===== config.mk =====
export PLATFORM = sky130hd
export DESIGN_NAME = spi_slave_responder
export DESIGN_NICKNAME = d
export VERILOG_FILES = /design/src/rtl/spi_slave_responder.sv
export SDC_FILE = /design/constraint.sdc
export NUM_CORES = 1
export LEC_CHECK = 0
export CORE_ASPECT_RATIO = 0.6
export CORE_MARGIN = 4
export CORE_UTILIZATION = 47
export DETAILED_ROUTE_END_ITERATION = 10
export HOLD_SLACK_MARGIN = 0.03
export PLACE_DENSITY = 0.74
export REMOVE_ABC_BUFFERS = 1
export SYNTH_ARGS = -nofsm -noshare
export SYNTH_HDL_FRONTEND = slang
export SYNTH_SLANG_ARGS = --single-unit

===== constraint.sdc =====
create_clock -name PCLK -period 1.6 [get_ports PCLK]
set_clock_uncertainty 0.1 [all_clocks]
set_input_delay 0.16 -clock PCLK [delete_from_list [all_inputs] [get_ports PCLK]]
set_output_delay 0.16 -clock PCLK [all_outputs]
set_load 0.02 [all_outputs]

===== src/rtl/spi_slave_responder.sv =====
// SPI responder clocked by PCLK: synchronizes the SPI pins, shifts 8-bit frames, offers valid/ready byte streams.
// Build option: define SPI_SLAVE_LSB_FIRST_EN for LSB-first frames; MSB-first when undefined.
module spi_slave_responder #(
   parameter int         SYNC_STAGES = 2,
   parameter logic [7:0] IDLE_BYTE   = 8'hFF
) (
   input  logic       PCLK,
   input  logic       PRESET,
   input  logic       cpol,
   input  logic       cpha,
   input  logic       sclk,
   input  logic       ss,
   input  logic       mosi,
   output logic       miso,
   output logic       miso_oe,
   input  logic [7:0] tx_data,
   input  logic       tx_valid,
   output logic       tx_ready,
   output logic [7:0] rx_data,
   output logic       rx_valid,
   input  logic       rx_ready,
   output logic       busy,
   output logic       rx_overrun,
   output logic       tx_underrun,
   input  logic       clr_flags
);

   localparam int DATA_W = 8;

   typedef enum logic [1:0] {S_IDLE, S_LOAD, S_SHIFT, S_DONE} state_t;

   state_t              state;
   logic [SYNC_STAGES-1:0] sclk_sync_p;
   logic [SYNC_STAGES-1:0] ss_sync_p;
   logic [SYNC_STAGES-1:0] mosi_sync_p;
   logic                sclk_q;
   logic                ss_q;
   logic                sclk_s;
   logic                ss_s;
   logic                mosi_s;
   logic                cpol_l;
   logic                cpha_l;
   logic [2:0]          bit_cnt;
   logic [DATA_W-1:0]   tx_buf;
   logic [DATA_W-1:0]   tx_shift;
   logic [DATA_W-1:0]   rx_shift;
   logic [DATA_W-1:0]   load_byte;
   logic                sclk_edge;
   logic                lead_edge;
   logic                trail_edge;
   logic                sample_edge;
   logic                shift_edge;
   logic                ss_fall;
   logic                ss_rise;
   logic                tx_accept;
   logic                load_go;
   logic                sample_go;
   logic                shift_go;

   function automatic logic [DATA_W-1:0] rx_next(input logic [DATA_W-1:0] cur, input logic bit_in);
`ifdef SPI_SLAVE_LSB_FIRST_EN
      return {bit_in, cur[DATA_W-1:1]};
`else
      return {cur[DATA_W-2:0], bit_in};
`endif
   endfunction

   function automatic logic tx_bit(input logic [DATA_W-1:0] v);
`ifdef SPI_SLAVE_LSB_FIRST_EN
      return v[0];
`else
      return v[DATA_W-1];
`endif
   endfunction

   function automatic logic [DATA_W-1:0] tx_adv(input logic [DATA_W-1:0] v);
`ifdef SPI_SLAVE_LSB_FIRST_EN
      return {1'b0, v[DATA_W-1:1]};
`else
      return {v[DATA_W-2:0], 1'b0};
`endif
   endfunction

   // Synchronizer stages and registered copies for edge detection
   always_ff @(posedge PCLK) begin
      if (PRESET) begin
         sclk_sync_p <= '0;
         ss_sync_p   <= '1;
         sclk_q      <= 1'b0;
         ss_q        <= 1'b1;
      end else begin
         sclk_sync_p <= {sclk_sync_p[SYNC_STAGES-2:0], sclk};
         ss_sync_p   <= {ss_sync_p[SYNC_STAGES-2:0], ss};
         sclk_q      <= sclk_s;
         ss_q        <= ss_s;
      end
   end

   always_ff @(posedge PCLK) begin
      mosi_sync_p <= {mosi_sync_p[SYNC_STAGES-2:0], mosi};
   end

   assign sclk_s = sclk_sync_p[SYNC_STAGES-1];
   assign ss_s   = ss_sync_p[SYNC_STAGES-1];
   assign mosi_s = mosi_sync_p[SYNC_STAGES-1];

   assign sclk_edge   = sclk_s ^ sclk_q;
   assign lead_edge   = sclk_edge & (sclk_s ^ cpol_l);
   assign trail_edge  = sclk_edge & ~(sclk_s ^ cpol_l);
   assign sample_edge = cpha_l ? trail_edge : lead_edge;
   assign shift_edge  = cpha_l ? lead_edge : trail_edge;
   assign ss_fall     = ss_q & ~ss_s;
   assign ss_rise     = ~ss_q & ss_s;
   assign tx_accept   = tx_valid & tx_ready;
   assign load_byte   = tx_ready ? IDLE_BYTE : tx_buf;

   // With cpha=0 the shift edge trailing the last sample belongs to the finished frame, so it is ignored at bit_cnt 0.
   assign load_go   = (state == S_LOAD) && !ss_rise;
   assign sample_go = (state == S_SHIFT) && !ss_rise && sample_edge;
   assign shift_go  = (state == S_SHIFT) && !ss_rise && shift_edge && (cpha_l || (bit_cnt != 3'd0));

   always_ff @(posedge PCLK) begin
      if (PRESET) begin
         state       <= S_IDLE;
         miso        <= 1'b0;
         miso_oe     <= 1'b0;
         tx_ready    <= 1'b1;
         rx_data     <= '0;
         rx_valid    <= 1'b0;
         busy        <= 1'b0;
         rx_overrun  <= 1'b0;
         tx_underrun <= 1'b0;
         bit_cnt     <= 3'd0;
         cpol_l      <= 1'b0;
         cpha_l      <= 1'b0;
      end else begin
         if (clr_flags) begin
            rx_overrun  <= 1'b0;
            tx_underrun <= 1'b0;
         end
         if (rx_valid && rx_ready)
            rx_valid <= 1'b0;
         if (load_go && !tx_ready)
            tx_ready <= 1'b1;
         else if (tx_accept)
            tx_ready <= 1'b0;

         case (state)
            S_IDLE: begin
               miso_oe <= 1'b0;
               busy    <= 1'b0;
               if (ss_fall) begin
                  cpol_l <= cpol;
                  cpha_l <= cpha;
                  state  <= S_LOAD;
               end
            end
            S_LOAD: begin
               if (ss_rise) begin
                  state   <= S_IDLE;
                  miso_oe <= 1'b0;
                  busy    <= 1'b0;
                  bit_cnt <= 3'd0;
               end else begin
                  if (tx_ready)
                     tx_underrun <= 1'b1;
                  bit_cnt <= 3'd0;
                  miso_oe <= 1'b1;
                  busy    <= 1'b1;
                  state   <= S_SHIFT;
                  // A cpha=1 leading edge landing in this cycle still has to present the first bit.
                  if (!cpha_l || shift_edge)
                     miso <= tx_bit(load_byte);
               end
            end
            S_SHIFT: begin
               if (ss_rise) begin
                  state   <= S_IDLE;
                  miso_oe <= 1'b0;
                  busy    <= 1'b0;
                  bit_cnt <= 3'd0;
               end else if (sample_edge) begin
                  bit_cnt <= bit_cnt + 3'd1;
                  if (bit_cnt == 3'd7)
                     state <= S_DONE;
               end else if (shift_go) begin
                  miso <= tx_bit(tx_shift);
               end
            end
            S_DONE: begin
               if (!rx_valid || rx_ready) begin
                  rx_data  <= rx_shift;
                  rx_valid <= 1'b1;
               end else begin
                  rx_overrun <= 1'b1;
               end
               if (ss_s) begin
                  state   <= S_IDLE;
                  miso_oe <= 1'b0;
                  busy    <= 1'b0;
               end else begin
                  state <= S_LOAD;
               end
            end
            default: state <= S_IDLE;
         endcase
      end
   end

   // Shift registers and TX holding buffer carry no reset; tx_ready marks buffer ownership.
   always_ff @(posedge PCLK) begin
      if (tx_accept)
         tx_buf <= tx_data;
      if (load_go)
         tx_shift <= (!cpha_l || shift_edge) ? tx_adv(load_byte) : load_byte;
      else if (shift_go)
         tx_shift <= tx_adv(tx_shift);
      if (sample_go)
         rx_shift <= rx_next(rx_shift, mosi_s);
   end

endmodule


# ---- Yosys cells after proc, flatten, opt, wreduce, memory -nomap -nowiden
# Cells that the tools add are included.
dict set report classes {
  n_mux 36
  eq_ne 14
  reduce_logical 25
  bitwise_logic 10
  addsub 1
}
# operator count
set ops {}
lappend ops {{8-bit two-way mux} 4}
lappend ops {{1-bit two-way mux} 21}
lappend ops {{2-bit inequality test (second input constant)} 7}
lappend ops {{2-bit two-way mux} 5}
lappend ops {{2-bit case mux with 4 select lines} 1}
lappend ops {{2-bit AND reduction} 4}
lappend ops {{1-bit logical AND} 7}
lappend ops {{3-bit two-way mux} 2}
lappend ops {{3-bit case mux with 2 select lines} 1}
lappend ops {{6-bit AND reduction} 1}
lappend ops {{1-bit bitwise AND} 5}
lappend ops {{2-bit == test (second input constant)} 2}
lappend ops {{1-bit logical NOT} 4}
lappend ops {{1-bit case mux with 4 select lines} 1}
lappend ops {{2-bit nonzero test} 2}
lappend ops {{3-bit by 1-bit adder with 3-bit output (second input constant)} 1}
lappend ops {{3-bit == test (second input constant)} 1}
lappend ops {{1-bit logical OR} 3}
lappend ops {{3-bit by 2-bit inequality test with 1-bit output (second input constant)} 1}
lappend ops {{3-bit inequality test (second input constant)} 1}
lappend ops {{1-bit inverter} 3}
lappend ops {{3-bit AND reduction} 1}
lappend ops {{3-bit nonzero test} 1}
lappend ops {{2-bit by 1-bit == test with 1-bit output (second input constant)} 1}
lappend ops {{other kinds (5)} 6}
dict set report word_totals {
  inputBits 18
  wordCells 105
  register_bits 53
}

# ---- Longest topological paths before layout
# Gate-level depths: netlist (run 1).
dict set report depth {
  word_depth 10
  depth_mapped 7
}

# ---- Worst setup path after synthesis (run 1)
# No wires, ideal clock.
dict set report synth_timing {
  kind {register -> register}
  start {register cpol_l}
  end {register rx_shift[0], enable pin}
  t_arrival_ps 1244
  path_slack_ps -114
  path_stages_with_launch 5
  path_buffers 0
  required_time_ps 1130
  path_cell_list {dfxtp_1 xnor2_1 mux2_4 o22ai_1 nor2_1}
}
dict set report synth_between {
  elab_chain_cells 5
}
# item line_no
set synth_rtl {}
lappend synth_rtl {{start, declared} 41} ;# logic cpol_l;
lappend synth_rtl {{start signal, assigned} 153} ;# cpol_l <= cpol;
lappend synth_rtl {{1-bit bitwise XOR (*)} {108, 109}}
lappend synth_rtl {{1-bit inverter} 109} ;# assign trail_edge = sclk_edge & ~(sclk_s ^ cpol_l);
lappend synth_rtl {{1-bit bitwise AND} 109}
lappend synth_rtl {{1-bit two-way mux (*)} 110} ;# assign sample_edge = cpha_l ? trail_edge : lead_edge;
lappend synth_rtl {{1-bit logical AND (*)} 119} ;# assign sample_go = (state == S_SHIFT) && !ss_rise && sample_edge;
lappend synth_rtl {{via sample_go} 57} ;# logic sample_go;
lappend synth_rtl {{end signal, assigned} 219} ;# rx_shift <= rx_next(rx_shift, mosi_s);
lappend synth_rtl {{end, declared} 46} ;# logic [DATA_W-1:0] rx_shift;
# Mark *: on every way through the listed nets, which the timed path passes. The rest lies on a longest branch.
# A chain may end at the register's enable or synchronous reset.

# ---- Worst setup path after layout (run 1)
dict set report layout_timing {
  start {register cpol_l}
  end {register miso}
}
dict set report layout_between {
  elab_chain_cells 8
}
# item line_no
set layout_rtl {}
lappend layout_rtl {{1-bit bitwise XOR (*)} {108, 109}}
lappend layout_rtl {{1-bit inverter} 109}
lappend layout_rtl {{1-bit bitwise AND} 109}
lappend layout_rtl {{1-bit two-way mux} 111} ;# assign shift_edge = cpha_l ? lead_edge : trail_edge;
lappend layout_rtl {{1-bit logical AND (2 in a row)} 120} ;# assign shift_go = (state == S_SHIFT) && !ss_rise && shift_edge && (cpha_l || (bit_cnt != 3'd0));
lappend layout_rtl {{2-bit inequality test (no source line)} n/a}
lappend layout_rtl {{6-bit AND reduction (no source line) (*)} n/a}
lappend layout_rtl {{end signal, assigned} 173} ;# miso <= tx_bit(load_byte);
lappend layout_rtl {{end signal, assigned} 187} ;# miso <= tx_bit(tx_shift);
lappend layout_rtl {{end, declared} 14} ;# output logic miso,
# Every way passes the cells marked *; elsewhere a longest branch is shown, timed or not.

==> results.yml, run 1 <==
layout:
  design_area_mm2: 0.00301
  drive_gt1_share_pct: 27.5
  area_growth_pct: 42.4
  final_net_count: 264
  diodes: 0
global_route:
  grt-ovfl-total: 0
  grt_pass1_wl_um: 7200
  grt_pass1_vias: 1562
  grt_antenna_before_repair: 0
  grt_max_degree: 29
  grtUsageTotal_pct: 16.9
route:
  drt-initial-drc-count: 63
  viasPerCell: 5.17
  ant_nets: 0
  routedWlPerCell_um: 15.4
  firstDrtPassIters: 4
  remaining_drc_errors: 0
  vias: 1573
  routed_wl_um: 4690
clock_network:
  cts_sinks: 53
  cts_root_buf: "clkbuf_8"
  clk-insertion-delay-late_ns: 0.31
  cts_tree: "yes"
  ctsHoldBuffers: 0
  htreeDepth: 2
  cts_buffer_depth: 2
  cts-buffers-inserted: 5
  cts.clk_slew.worst_paths_ns: 0.09
synth:
  syn_inst: 185
  synth_area_leader_cell: "edfxtp_1"
  yosysMostFrequentCell: "nor2_1"
  synthFlopType: "dfxtp_1"
  synth_common_cells: "30 x nor2_1, 29 x dfxtp_1, 24 x edfxtp_1"
  synth-edff-count: 24
  async_flop_share_pct: 0
  synthDistinctLibCells: 36
  ys_ff_latch: 53
  synthesis.area_mm2: 0.00211
  ys_warn_count: 0
  ys_seq_area_share_pct: 61.6
  synth_top_cells_by_area: "edfxtp_1 34%, dfxtp_1 27%, mux2i_1 8.5%, nor2_1 5.3%, nor2b_1 3.0%"
  avgSynthCellArea_um2: 11.4
  synth.top_cell.area_share_pct: 34.1
worst_setup_path:
  arrival_ns: 1.80
  rrSetupSlack_ns: -0.10
  r2r_cells: 6
  critPathLaunchType: "register"
  path_max_fanout: 4
  endpoint_kind: "register"
  crit_type: "reg -> reg"
  endpoint: "miso"
  reg2reg_from: "cpol_l"
  reg2reg_to: "miso"
  required_ns: 1.70
  critPathLaunch: "cpol_l"
timing:
  relSlewSlack_pct: 77.8
  setup_viol: 15
  hold_violations: 0
  worst_pin_slew_ns: 0.333
  fin_crit_ns: 1.70
  finalSetupTns_ns: -0.348
  fin_ws_ns: -0.100
  rsz0062_at_grt: "true"
  fmax_mhz: 588
  period_share_pct: 106
  drv_slew: 0
power:
  leakage_nw: 1.16
  cellPowerDensity_mw_per_mm2: 893
  irDropWorstVdd_v: 0.000578
placed_design:
  dp_hpwl_um: 3170
  gp_congestion: 0.803
  io_buffers: 32
  dpl_cell_area_mm2: 0.00265
floorplanning:
  initial_core_util_pct: 50.1
  die-area_mm2: 0.00567
  die_h_um: 59.9
  die_x_um: 94.5
  io_pins: 33
  num_rows: 18
  design.core.area_mm2: 0.00421
hold_path:
  hold_path_class: "in -> reg"
  hold_path_startpoint: "mosi"
outcome:
  violations: "setup timing"
  status: "finished, violations left"
flow_run:
  cap_violations: 0
==> logic make-up after synthesis <==
family                     after synthesis  share of synthesized area [%]
and+or+nand+nor                         71                           16.2
DFF                                     53                           61.6
AOI/OAI and AO/OA                       24                           7.05
muxes                                   20                           9.77
buffers and inverters                   13                           3.20
adders and majority gates                3                           1.78
xor gates and xnor gates                 1                          0.415
==> cell usage in the layout, fill, tap and decap left out, drive strengths merged, types with 4 or more instances in the layout <==
cell,n
nand2,13
clkbuf,6
nor2b,11
buf,28
dfxtp,29
clkdlybuf4s50,28
mux2i,18
nor2,31
a21oi,11
dlymetal6s2s,4
inv,4
nor3,5
edfxtp,24
==> worst min path at each step <==
stage,depth (start not counted),endpoint
6_report,1,mosi_sync_p[0]
5_1_grt,1,mosi_sync_p[0]
4_1_cts,1,mosi_sync_p[0]
3_5_place_dp,0,mosi_sync_p[1]
3_3_place_gp,0,mosi_sync_p[1]
2_1_floorplan,0,mosi_sync_p[0]
==> metrics by stage <==
stage,utilization (%),instances,setup slack (ns),hold slack (ns),total power [W]
after CTS,67.7,302,-0.0718,0.188,0.00268
final,71.4,304,-0.100,0.194,0.00269
after global routing,71.4,304,-0.131,0.208,0.00278
after floorplan,-,176,-0.416,0.0877,0.00157
after global placement,63.0,291,-0.116,0.214,0.00169
after detailed placement,63.0,291,-0.197,0.219,0.00170
==> flip-flops by register name (all words and copies together), names as in the netlist, 2 cells and up <==
signal       flops
sclk_sync_p      2
rx_data          8
bit_cnt          3
mosi_sync_p      2
rx_shift         8
state            2
tx_shift         8
ss_sync_p        2
tx_buf           8
==> report_power, final <==
part           internal, W  switching [W]
registers          0.00145      0.0000218
logic             0.000131       0.000106
clock network     0.000558       0.000424
total              0.00213       0.000552
==> metal layers <==
metal / global-route usage (%) / vias to the layer above / wire [µm]
li1: - / 759 / -
met1: 22.1 / 759 / 2130
met2: 27.0 / 48 / 2200
met3: 4.78 / 7 / 297
met4: 6.57 / 0 / 59
met5: 0 / - / 0
==> critical path, cell delays in order, from the launching register on <==
cell       delay (ns)
dfxtp_4          0.37
xnor2_2          0.16
mux2_4           0.34
buf_6            0.13
nand2_4          0.06
o2111ai_4        0.12
mux2_4           0.31
==> final cells by class <==
class                           count  area (µm²)
Timing Repair Buffer               60         588
Tap cell                           60        75.1
Multi-Input combinational cell    119         892
Sequential cell                    53        1310
Clock buffer                        6        93.8
Fill cell                         296        1200
Clock inverter                      2        35.0
Inverter                            4        15.0
==> repair_timing <==
action	4_1_cts	5_1_grt
buffers inserted	2	2
endpoints found under the hold margin	0	0
resized for setup	15	32
pin swaps	10	12
cloned	1	0
setup endpoints to repair	24	39
(Power assumes the default switching activity.)
==> run 2: changes to the inputs <==
- GPL_ROUTABILITY_DRIVEN: default -> 1
==> results of run 2 <==
The final DEF is identical to that of run 1; final timing and power are the same.
==> run 3: changes to the inputs <==
- CORE_MARGIN: 4 -> default
==> run 3 against run 2 <==
The flow still finishes with violations (setup timing). Die area decreased by 16%. Largest power group unchanged. Clock power decreased by 12%. Cell count increased by 0.99%. Sequential share of layout area increased by 0.49 points. Cell area decreased by 0.91%. Non-clock buffer count increased by 3.
==> results.yml, run 3 (synthesized netlist as in run 1, its figures left out) <==
worst_setup_path:
  required_ns: 1.69
  critPathLaunchType: "register"
  max_stage_delay_ns: 0.38
  path_cells: "nor2b_2 -> mux2i_2 -> o31ai_4 -> o2111ai_4 -> mux2_4"
  endpoint_kind: "register"
  arrival_ns: 1.79
  path_max_fanout: 4
  cp_slowest_cell: "dfxtp_2"
  crit_type: "reg -> reg"
timing:
  fmax_mhz: 587
  worst_pin_slew_ns: 0.438
  drv_slew: 0
  fin_ws_ns: -0.103
  relSlewSlack_pct: 70.8
  period_share_pct: 106
  setup_viol: 22
  holdWs_ns: 0.190
  fin_crit_ns: 1.70
  hold_violations: 0
  rsz0062_at_grt: "true"
outcome:
  violations: "setup timing"
  status: "finished, violations left"
route:
  ant_nets: 0
  routed_wl_um: 4970
  remaining_drc_errors: 0
  firstDrtPassIters: 4
  viasPerCell: 5.14
  wl_met2_um: 2420
  top_layer_used: "met4"
  dr_wl_met3_um: 196
  drt-initial-drc-count: 104
  routedWlPerCell_um: 16.2
  wl_met1_um: 2260
  vias: 1578
placed_design:
  gp_congestion: 0.756
  io_buffers: 32
  dp_hpwl_um: 3220
  dp_slack_ns: -0.206
clock_network:
  clk-insertion-delay-late_ns: 0.30
  cts_sinks: 53
  ctsHoldBuffers: 0
  cts_root_buf: "clkbuf_8"
  cts.clk_slew.worst_paths_ns: 0.09
  htreeDepth: 2
  cts_buffer_depth: 2
  cts_tree: "yes"
  cts-buffers-inserted: 5
global_route:
  grt-ovfl-total: 0
  grt_pass1_wl_um: 7450
  grtUsageTotal_pct: 22.1
  grt_max_degree: 16
  grt_antenna_before_repair: 0
  grt_pass1_vias: 1581
power:
  power_w: 0.00256
  leakage_nw: 1.12
  irDropWorstVdd_v: 0.000489
  cellPowerDensity_mw_per_mm2: 860
floorplanning:
  num_rows: 18
  die_x_um: 88.5
  initial_core_util_pct: 50.1
  design.core.area_mm2: 0.00421
  io_pins: 33
  die-area_mm2: 0.00477
  die_h_um: 53.9
layout:
  area_growth_pct: 41.1
  final_net_count: 267
  diodes: 0
  layout_commonest_cell: "clkdlybuf4s50_1"
  register_area_mm2: 0.00131
  multiInputGateArea_um2: 888
  final_cell_mix: "31 x clkdlybuf4s50_1, 27 x buf_4, 26 x nor2_1"
  fillers: 287
  drive_gt1_share_pct: 30.0
hold_path:
  hold_path_class: "in -> reg"
flow_run:
  cap_violations: 0
==> run 3: layer usage <==
layer | vias up | global-route usage (%)
li1 | 769 | -
met1 | 748 | 27.1
met2 | 49 | 37.6
met3 | 12 | 5.37
met4 | 0 | 10.2
met5 | - | 0
==> run 3: path summary, 6_finish.rpt <==
check / startpoint / to / slack, ns / cells after the start
max: sclk_q / miso / -0.10 / 5
min: mosi / mosi_sync_p[0] / 0.19 / 1
max reg2reg: sclk_q / miso / -0.10 / 5
min reg2reg: mosi_sync_p[0] / mosi_sync_p[1] / 0.25 / 0
==> run 3: critical path, delay by kind of cell (launching register included) <==
family | cells | cell delay [ns]
compound gates | 2 | 0.48
flops | 1 | 0.38
mux | 2 | 0.44
simple gates | 1 | 0.18
==> run 3: layout make-up <==
cell class | count | area share, %
Sequential cell | 53 | 44.0
Multi-Input combinational cell | 119 | 29.8
Tap cell | 60 | 2.52
Inverter | 4 | 0.504
Clock buffer | 8 | 3.74
Timing Repair Buffer | 63 | 19.4
==> run 3: report_power, final <==
| part | switching (W) | internal (W) | total [W] |
|---|---|---|---|
| Combinational | 0.000107 | 0.000128 | 0.000235 |
| Sequential | 0.0000219 | 0.00145 | 0.00147 |
| Clock | 0.000414 | 0.000447 | 0.000861 |
==> run 3: per-stage QoR <==
| stage | setup TNS (ns) | utilization, % | area [µm²] | cells |
|---|---|---|---|---|
| global route | -2.20 | 70.8 | 2980 | 307 |
| floorplan | -6.93 | - | 2060 | 176 |
| detailed placement | -3.23 | 63.2 | 2660 | 294 |
| finish | -0.804 | 70.8 | 2980 | 307 |
| global placement | -1.57 | 63.2 | 2660 | 294 |
| CTS | -0.740 | 69.5 | 2930 | 306 |
==> run 3: what timing repair did <==
action	CTS	global route
endpoints found under the hold margin	0	0
gates cloned	1	0
buffers inserted	3	1
endpoints found under the setup margin	24	38
gates resized for setup	33	12
pin swaps	7	3
